### config.mk
export PLATFORM = sky130hd
export DESIGN_NAME = sr_tg_burst
export DESIGN_NICKNAME = d
export VERILOG_FILES = /design/src/rtl/sr_tg_burst.sv
export SDC_FILE = /design/constraint.sdc
export NUM_CORES = 1
export LEC_CHECK = 0
export ABC_CLOCK_PERIOD_IN_PS = 12300
export BUFFER_PORTS_ARGS = -buffer_cell sky130_fd_sc_hd__buf_4
export CAP_MARGIN = 25
export CORE_UTILIZATION = 30
export CTS_CLUSTER_SIZE = 28
export DETAILED_ROUTE_END_ITERATION = 6
export PLACE_DENSITY = 0.44
export SYNTH_ARGS = -nofsm -noshare
export SYNTH_HDL_FRONTEND = slang
export SYNTH_SLANG_ARGS = --single-unit
### constraint.sdc
create_clock -name clk -period 12.3 [get_ports clk]
set_input_delay 1.845 -clock clk [delete_from_list [all_inputs] [get_ports clk]]
set_output_delay 1.845 -clock clk [all_outputs]
set_load 0.005 [all_outputs]
### src/rtl/sr_tg_burst.sv
// Burst traffic generator: feeds SR core results to MIG as write bursts, reads them back and checks.
// Writes fire on full handshake; read data is compared in order against a local copy of the burst.
module sr_tg_burst #(
  parameter int APP_DATA_WIDTH = 64,
  parameter int APP_ADDR_WIDTH = 33,
  parameter int BURST_LEN = 16,
  parameter int NUM_BURSTS = 64,
  parameter int ADDR_STEP = 8,
  parameter int DRAIN_TIMEOUT = 512,
  parameter logic [APP_DATA_WIDTH-1:0] SEED = 64'h1
) (
  input  logic                        clk,
  input  logic                        rst,
  input  logic                        init_calib_complete,
  input  logic [APP_ADDR_WIDTH-1:0]   start_addr,
  output logic [APP_DATA_WIDTH-1:0]   sr_din,
  output logic                        sr_newd,
  input  logic                        sr_done,
  input  logic [APP_DATA_WIDTH-1:0]   sr_dout,
  input  logic                        app_rdy,
  input  logic                        app_wdf_rdy,
  input  logic                        app_rd_data_valid,
  input  logic [APP_DATA_WIDTH-1:0]   app_rd_data,
  output logic [2:0]                  app_cmd,
  output logic [APP_ADDR_WIDTH-1:0]   app_addr,
  output logic                        app_en,
  output logic [APP_DATA_WIDTH-1:0]   app_wdf_data,
  output logic                        app_wdf_wren,
  output logic                        app_wdf_end,
  output logic [APP_DATA_WIDTH/8-1:0] app_wdf_mask,
  output logic                        done,
  output logic                        sim_status,
  output logic [15:0]                 err_cnt
);
  localparam int CW = $clog2(BURST_LEN + 1);
  localparam int IW = (BURST_LEN > 1) ? $clog2(BURST_LEN) : 1;
  localparam int BW = $clog2(NUM_BURSTS + 1);
  localparam int TW = $clog2(DRAIN_TIMEOUT + 1);
  localparam logic [CW-1:0] LAST_BEAT  = CW'(BURST_LEN - 1);
  localparam logic [CW-1:0] FULL_BEAT  = CW'(BURST_LEN);
  localparam logic [BW-1:0] LAST_BURST = BW'(NUM_BURSTS - 1);
  localparam logic [TW-1:0] TMO_LAST   = TW'(DRAIN_TIMEOUT - 1);

  typedef enum logic [2:0] {S_IDLE, S_WRITE, S_READ, S_DRAIN, S_DONE} state_t;
  state_t state, state_nxt;

  logic [APP_ADDR_WIDTH-1:0] base;
  logic [CW-1:0]             wcnt, rcnt, ret_idx, beat;
  logic [BW-1:0]             burst_idx;
  logic [TW-1:0]             timer;
  logic [APP_DATA_WIDTH-1:0] wbuf [BURST_LEN];
  logic [APP_ADDR_WIDTH-1:0] beat_num;
  logic fire_w, fire_r, rd_take, mismatch, drain_end, timeout, burst_exit;
  logic [1:0]  err_inc;
  logic [16:0] err_sum;
  logic [15:0] err_nxt;

  assign fire_w     = (state == S_WRITE) && app_rdy && app_wdf_rdy && sr_done;
  assign fire_r     = (state == S_READ) && app_rdy;
  // Returns beyond the expected count (late data after a timeout) are not compared.
  assign rd_take    = app_rd_data_valid && (ret_idx != FULL_BEAT) &&
                      ((state == S_WRITE) || (state == S_READ) || (state == S_DRAIN));
  assign mismatch   = rd_take && (app_rd_data != wbuf[ret_idx[IW-1:0]]);
  assign drain_end  = (state == S_DRAIN) && (ret_idx == FULL_BEAT);
  assign timeout    = (state == S_DRAIN) && !drain_end && (timer == TMO_LAST);
  assign burst_exit = drain_end || timeout;

  assign err_inc = {1'b0, mismatch} + {1'b0, timeout};
  assign err_sum = {1'b0, err_cnt} + 17'(err_inc);
  assign err_nxt = err_sum[16] ? 16'hFFFF : err_sum[15:0];

  assign beat     = (state == S_READ) ? rcnt : wcnt;
  assign beat_num = APP_ADDR_WIDTH'(burst_idx) * APP_ADDR_WIDTH'(BURST_LEN) + APP_ADDR_WIDTH'(beat);

  always_comb begin
    app_addr     = '0;
    app_en       = fire_w || (state == S_READ);
    app_cmd      = (state == S_WRITE) ? 3'd0 : 3'd1;
    app_wdf_data = (state == S_WRITE) ? sr_dout : '0;
    app_wdf_wren = fire_w;
    app_wdf_end  = fire_w;
    app_wdf_mask = '0;
    sr_newd      = (state == S_WRITE);
    done         = (state == S_DONE);
    sim_status   = done && (err_cnt == 16'd0);
    if (state != S_IDLE) app_addr = base + beat_num * APP_ADDR_WIDTH'(ADDR_STEP);
  end

  always_comb begin
    state_nxt = state;
    case (state)
      S_IDLE:  state_nxt = S_WRITE;
      S_WRITE: if (fire_w && (wcnt == LAST_BEAT)) state_nxt = S_READ;
      S_READ:  if (fire_r && (rcnt == LAST_BEAT)) state_nxt = S_DRAIN;
      S_DRAIN: if (burst_exit) state_nxt = (burst_idx == LAST_BURST) ? S_DONE : S_WRITE;
      S_DONE:  state_nxt = S_DONE;
      default: state_nxt = S_IDLE;
    endcase
    if (!init_calib_complete) state_nxt = S_IDLE;
  end

  always_ff @(posedge clk or posedge rst) begin
    if (rst) state <= S_IDLE;
    else     state <= state_nxt;
  end

  always_ff @(posedge clk or posedge rst) begin
    if (rst) begin
      base <= '0; wcnt <= '0; rcnt <= '0; ret_idx <= '0;
      burst_idx <= '0; timer <= '0; err_cnt <= '0; sr_din <= SEED;
    end else if (!init_calib_complete) begin
      base <= '0; wcnt <= '0; rcnt <= '0; ret_idx <= '0;
      burst_idx <= '0; timer <= '0; err_cnt <= '0; sr_din <= SEED;
    end else begin
      err_cnt <= err_nxt;
      if (rd_take) begin
        ret_idx <= ret_idx + 1'b1;
        sr_din  <= app_rd_data;
      end
      case (state)
        S_IDLE:  base <= start_addr;
        S_WRITE: begin
          if (fire_w) wcnt <= wcnt + 1'b1;
          if (fire_w && (wcnt == LAST_BEAT)) rcnt <= '0;
        end
        S_READ: begin
          if (fire_r) rcnt <= rcnt + 1'b1;
          timer <= '0;
        end
        S_DRAIN: begin
          timer <= timer + 1'b1;
          if (burst_exit) begin
            timer <= '0;
            if (burst_idx != LAST_BURST) begin
              burst_idx <= burst_idx + 1'b1;
              wcnt      <= '0;
              ret_idx   <= '0;
            end
          end
        end
        default: ;
      endcase
    end
  end

  // Burst copy needs no reset: it is always rewritten before being compared.
  always_ff @(posedge clk) begin
    if (fire_w) wbuf[wcnt[IW-1:0]] <= sr_dout;
  end
endmodule

==> impl_metrics.ini, run 1 <==
[timing]
setup_slack_ns = 5.27
max_slew_margin = 0.285
setup_viol_count_final = 0
post-route-period-util = 0.572
hold_slack_ns = 0.490
clock_skew_ns = 0.0278
fmax_mhz = 142
rsz0062_at_grt = false
final_max_slew_viol_count = 0
finalSetupTns_ns = 0
period_needed_ns = 7.03
tightest_slew_ns = 1.07
finalHoldViolCount = 0

[worst_setup_path]
startpoint = state[2]
reg2reg_depth = 17
rr_endpoint = err_cnt[8]
cp-end-kind = output port
crit_fanout = 12
required_ns = 10.45
worstSetupStartpointType = flip-flop
path_class = flip-flop to output port
cp_data_arrival_time_ns = 5.19
rr_startpoint = ret_idx[0]
rrSetupSlack_ns = 5.38

[placed_design]
placed_cells = 5239
place.gp.congestion = 0.787
numPortBuffers = 351
dp_hpwl_mm = 93.1
pre_cts_ws_ns = 5.35

[pwr]
p_sw_frac = 0.273
switchingPower_mw = 2.83
p_per_area_nw_per_um2 = 179
peakVddDrop_v = 0.000157
combPwrFrac = 0.189
p_int_mw = 7.55
power.leakage_nw = 19.8
power_frac_clock = 0.375
pwr-share-seq = 0.436

[hold_path]
hold_start = sr_din[0]
hold_path_class = flip-flop to flip-flop
min_to = sr_din[0]
hold-path-cell-count = 2

[final_layout]
final-seq-area_sq_um = 34500
fin_util = 0.361
finalNetCount = 3416
final_cells = 5488
fillers = 15100
multi_input_area_sq_um = 13200
drive_gt1_frac = 0.256
area_delta_synth_final_pct = 19.3

[drt]
antenna_left = 0
drtIter0Drc = 2740
vias_per_cell = 5.05
vias = 27700
post-route-drc-count = 0
wl_per_cell_um = 28.3
detail_route.first_pass.iterations = 5
wirelength_mm = 155

[clock_network]
cts.sinks = 1172
htreeDepth = 4
cts_tree = built
cts_max_path_buffers = 3
clk_pin_slew_ns = 0.06
cts_made_buffers = 135
clockRootBuffer = clkbuf_16
cts_resized = 0
clkLatencyLatePin_ns = 0.77
post_cts_buffers = 0
ctsHoldBuffers = 0

[synth]
synth_top_cell_area_share = 0.633
yosys_warnings = 0
async_flop_share = 0.126
yosys-top-cells-count = 1024 x edfxtp_1, 271 x nand2_1, 198 x mux4_2
ys_seq_elements = 1172
seq_area_frac_synth = 0.710
synthDistinctLibCells = 82
syn_avg_cell_area_sq_um = 17.2
yosys.area.top_type = edfxtp_1
synth-main-ff-cell = edfxtp_1
synthCells = 2826
synth_most_common_cell = edfxtp_1
synth_area_sq_um = 48600
synthTopCellsByArea = edfxtp_1 63%, mux4_2 9.2%, dfrtp_1 7.6%
synth_edf_count = 1024

[global_route]
grt_antenna_before_repair = 9
grt_overflow = 0
grt_pass1_vias = 27700
grt_pass1_wl_mm = 216
grt_usage = 0.189
grt_max_degree = 94

[run]
drv_cap = 0

[floorplanning]
die-area_sq_um = 163000
io_pins = 362
fp.dieW_um = 404
coreArea_sq_um = 161000
die_h_um = 404
num_rows = 147
start_util = 0.302

[run_status]
status = complete, no violations
[layout by cell type (no fill, tap or decap), types with 27 or more instances in the layout]
cell type	count
xor2_1	57
a21oi_1	154
edfxtp_1	1024
mux4_2	198
nand2_1	270
mux4_1	27
a22oi_1	27
nor2_1	87
mux2i_1	122
clkbuf_16	143
clkbuf_1	42
dfrtp_1	142
nand3_1	35
buf_4	414
xnor2_1	33
o21ai_0	45
and3_1	76
[state kept, by name, indices dropped and copies added (netlist names)]
register,flops
sr_din,64
base,33
timer,10
burst_idx,7
wcnt,5
err_cnt,16
rcnt,5
wbuf,1024
ret_idx,5
state,3
[routing by layer]
layer  global-route usage  share of wire
met1                0.272           0.46
met2                0.288           0.45
met3               0.0408          0.069
met4               0.0504          0.021
met5                    0        0.00033
[power groups by stage]
stage | Combinational (mW) | Sequential, mW | Clock [mW]
floorplan | 1.31 | 4.55 | 0
global placement | 1.99 | 4.60 | 0
detailed placement | 1.99 | 4.60 | 0
CTS | 2.00 | 4.52 | 3.99
global route | 2.13 | 4.53 | 4.13
finish | 1.96 | 4.52 | 3.89
[worst max-delay path, cell delays in order, from the launching register on]
cell and delay, ns:
dfrtp_1 0.47, nand2b_1 0.30, nor2_1 0.58, nand2_1 0.10
o21ai_0 0.11, ha_1 0.24, ha_1 0.23, nand3_1 0.11
xnor2_1 0.14, ha_1 0.35, and3_1 0.23, a211o_1 0.33
a31oi_1 0.70, o21ai_0 0.18, a21oi_1 0.21, buf_4 0.15
[area by class of cell]
type	count	share of cell area
sequential	1172	0.595
multi-input combinational	1467	0.227
clock buffer	186	0.0648
timing repair buffer	419	0.0557
tap	2160	0.0467
clock inverter	57	0.00856
inverter	25	0.00179
antenna	2	0.0000864
[kinds of logic after synthesis]
family,after synthesis,share of synthesized area
adders and majority gates,28,0.00752
and+or+nand+nor,612,0.0594
muxes,357,0.134
AOI/OAI and AO/OA,370,0.0498
other,1,0.0000772
buffers and inverters,196,0.0236
xor gates and xnor gates,90,0.0162
DFF,1172,0.710
[metrics by stage]
| step | area, sq um | power [mW] |
|---|---|---|
| CTS | 57800 | 10.5 |
| global placement | 53600 | 6.59 |
| detailed placement | 53600 | 6.60 |
| floorplan | 48600 | 5.86 |
| finish | 57900 | 10.4 |
| global route | 57900 | 10.8 |
[worst max path at each step]
| stage | to | depth (start not counted) |
|---|---|---|
| final | app_addr[20] | 15 |
| after global routing | app_addr[16] | 15 |
| after CTS | app_addr[16] | 15 |
| after detailed placement | err_cnt[8] | 17 |
| after global placement | err_cnt[11] | 17 |
| after floorplan | wbuf[0][0] | 4 |
Note: power is estimated with default switching activity, not from simulation.
==> run 2: changes to the inputs <==
--- a/config.mk
+++ b/config.mk
@@ -5,13 +5,13 @@
 export SDC_FILE = /design/constraint.sdc
 export NUM_CORES = 1
 export LEC_CHECK = 0
-export ABC_CLOCK_PERIOD_IN_PS = 12300
+export ABC_CLOCK_PERIOD_IN_PS = 5740
 export BUFFER_PORTS_ARGS = -buffer_cell sky130_fd_sc_hd__buf_4
 export CAP_MARGIN = 25
 export CORE_UTILIZATION = 30
 export CTS_CLUSTER_SIZE = 28
 export DETAILED_ROUTE_END_ITERATION = 6
-export PLACE_DENSITY = 0.44
+export PLACE_DENSITY = 0.45
 export SYNTH_ARGS = -nofsm -noshare
 export SYNTH_HDL_FRONTEND = slang
 export SYNTH_SLANG_ARGS = --single-unit
==> constraint.sdc (replaced) <==
create_clock -name clk -period 5.74 [get_ports clk]
set_input_delay 0.861 -clock clk [delete_from_list [all_inputs] [get_ports clk]]
set_output_delay 0.861 -clock clk [all_outputs]
set_load 0.005 [all_outputs]
==> run 2 against run 1 <==
  * Final cell count is 0.73% higher
  * Total power is 120% higher
  * Sequential power is 110% higher
  * Clock-buffer cell count is 28 lower
  * Critical path depth is 1 lower
  * Cell area is 1.3% higher
  * Register-to-register slack worse by 5.1 ns
  * Largest power group unchanged
  * Highest routed layer unchanged
==> impl_metrics.ini, run 2 (synthesis gave the netlist of run 1 again) <==
[placed_design]
place.gp.congestion = 0.770
numPortBuffers = 351
dp_hpwl_mm = 95.0
placed_cells = 5284

[drt]
wl_met1_mm = 72.9
post-route-drc-count = 0
vias = 28000
wl_per_cell_um = 28.2
antenna_left = 0
wirelength_mm = 156
wl_met3_mm = 9.84
top_layer = met5
dr_wl_met2_mm = 71.2
vias_per_cell = 5.06
detail_route.first_pass.iterations = 6
drtIter0Drc = 2527

[floorplanning]
coreArea_sq_um = 161000
io_pins = 362
fp.dieW_um = 404
die_h_um = 404
start_util = 0.302
die-area_sq_um = 163000
num_rows = 147

[worst_setup_path]
rr_endpoint = err_cnt[13]
path_class = flip-flop to output port
worstSetupStartpointType = flip-flop
cp_data_arrival_time_ns = 4.60
rr_startpoint = ret_idx[2]
cp-end-kind = output port
crit_fanout = 8
startpoint = state[2]
critPathCapture = app_addr[30]
required_ns = 4.88
rrSetupSlack_ns = 0.31
reg2reg_depth = 18

[global_route]
grt_overflow = 0
grt_pass1_wl_mm = 217
grt_max_degree = 91
grt_usage = 0.189
grt_antenna_before_repair = 12
grt_pass1_vias = 27700

[clock_network]
clk_pin_slew_ns = 0.06
cts_max_path_buffers = 3
cts_tree = built
cts.sinks = 1172
cts_made_buffers = 135
htreeDepth = 4
ctsHoldBuffers = 0
clockRootBuffer = clkbuf_16
clkLatencyLatePin_ns = 0.77

[timing]
finalSetupTns_ns = 0
rsz0062_at_grt = false
max_slew_margin = 0.221
setup_viol_count_final = 0
finalHoldViolCount = 0
fmax_mhz = 183
tightest_slew_ns = 1.17
hold_slack_ns = 0.141
final_max_slew_viol_count = 0
clock_skew_ns = 0.0238
period_needed_ns = 5.46
post-route-period-util = 0.952

[pwr]
power.leakage_nw = 20.1
p_per_area_nw_per_um2 = 383
peakVddDrop_v = 0.000327

[final_layout]
mostFrequentLayoutCell = edfxtp_1
fin_util = 0.365
area_delta_synth_final_pct = 20.8
drive_gt1_frac = 0.271
finalNetCount = 3460
final_cells = 5528
largest_reg_flops = 1024
layout_common_cells = 1024 x edfxtp_1, 431 x buf_4, 270 x nand2_1

[run]
drv_cap = 0

[run_status]
status = complete, no violations

[hold_path]
hold_path_class = input port to asynchronous set/reset pin
-- run 2: cell types whose count changed in the layout (fill, tap and decap cells not counted), sizes merged --
| cell | previous run | this run |
|---|---|---|
| clkinv | 45 | 61 |
| inv | 29 | 32 |
| clkinvlp | 1 | 2 |
| buf | 419 | 463 |
| diode | 2 | 3 |
| clkbuf | 186 | 158 |
| bufinv | 7 | 10 |
-- run 2: what timing repair did --
action | CTS | global route
buffers inserted | 0 | 1
cloned | 0 | 0
resized for setup | 1 | 3
setup endpoints to repair | 1 | 25
-- run 2: worst min path at each step --
stage          slack, ns       start         end  cells past startpoint
6_report            0.14         rst  sr_din[37]                      2
5_1_grt             0.19         rst   sr_din[1]                      2
4_1_cts             0.18         rst   sr_din[1]                      2
3_5_place_dp        0.52  sr_din[38]  sr_din[38]                      2
3_3_place_gp        0.51     rcnt[4]     rcnt[4]                      2
2_1_floorplan       0.47     rcnt[4]     rcnt[4]                      2
-- run 2: per-layer routing --
layer | vias up | global-route usage
li1 | 12100 | -
met1 | 14900 | 0.276
met2 | 843 | 0.291
met3 | 139 | 0.0385
met4 | 4 | 0.0381
met5 | - | 0
-- run 2: worst max-delay path, cell delays in order, from the launching register on --
cell	delay, ns
dfrtp_1	0.49
nand2b_2	0.30
nor2_4	0.16
nand2_1	0.07
o21ai_0	0.12
ha_1	0.30
ha_1	0.25
nand3_1	0.11
xnor2_1	0.14
ha_1	0.35
and3_1	0.23
a211o_1	0.33
and3_1	0.26
a2111oi_1	0.52
buf_4	0.21
-- run 2: area by class of cell --
type / count / area (sq um)
fillers: 15200 / 102000
clock inverters: 80 / 785
diodes: 3 / 7.51
multi-input cells: 1467 / 13200
inverters: 25 / 106
repair buffers: 463 / 3880
flip-flops and latches: 1172 / 34500
well taps: 2160 / 2700
clock buffers: 158 / 3510
-- run 2: power breakdown --
group	internal, mW	switching (mW)
Sequential	9.46	0.214
Clock	4.85	3.56
Combinational	1.95	2.41
Total	16.3	6.19
-- run 2: stage by stage --
stage / setup slack (ns) / total power, mW / area [sq um]
4_1_cts: 0.0210 / 22.7 / 58600
3_3_place_gp: 0.273 / 14.2 / 54300
6_report: 0.277 / 22.5 / 58600
2_1_floorplan: 0.901 / 12.6 / 48600
5_1_grt: 0.0190 / 23.3 / 58600
3_5_place_dp: 0.239 / 14.2 / 54300
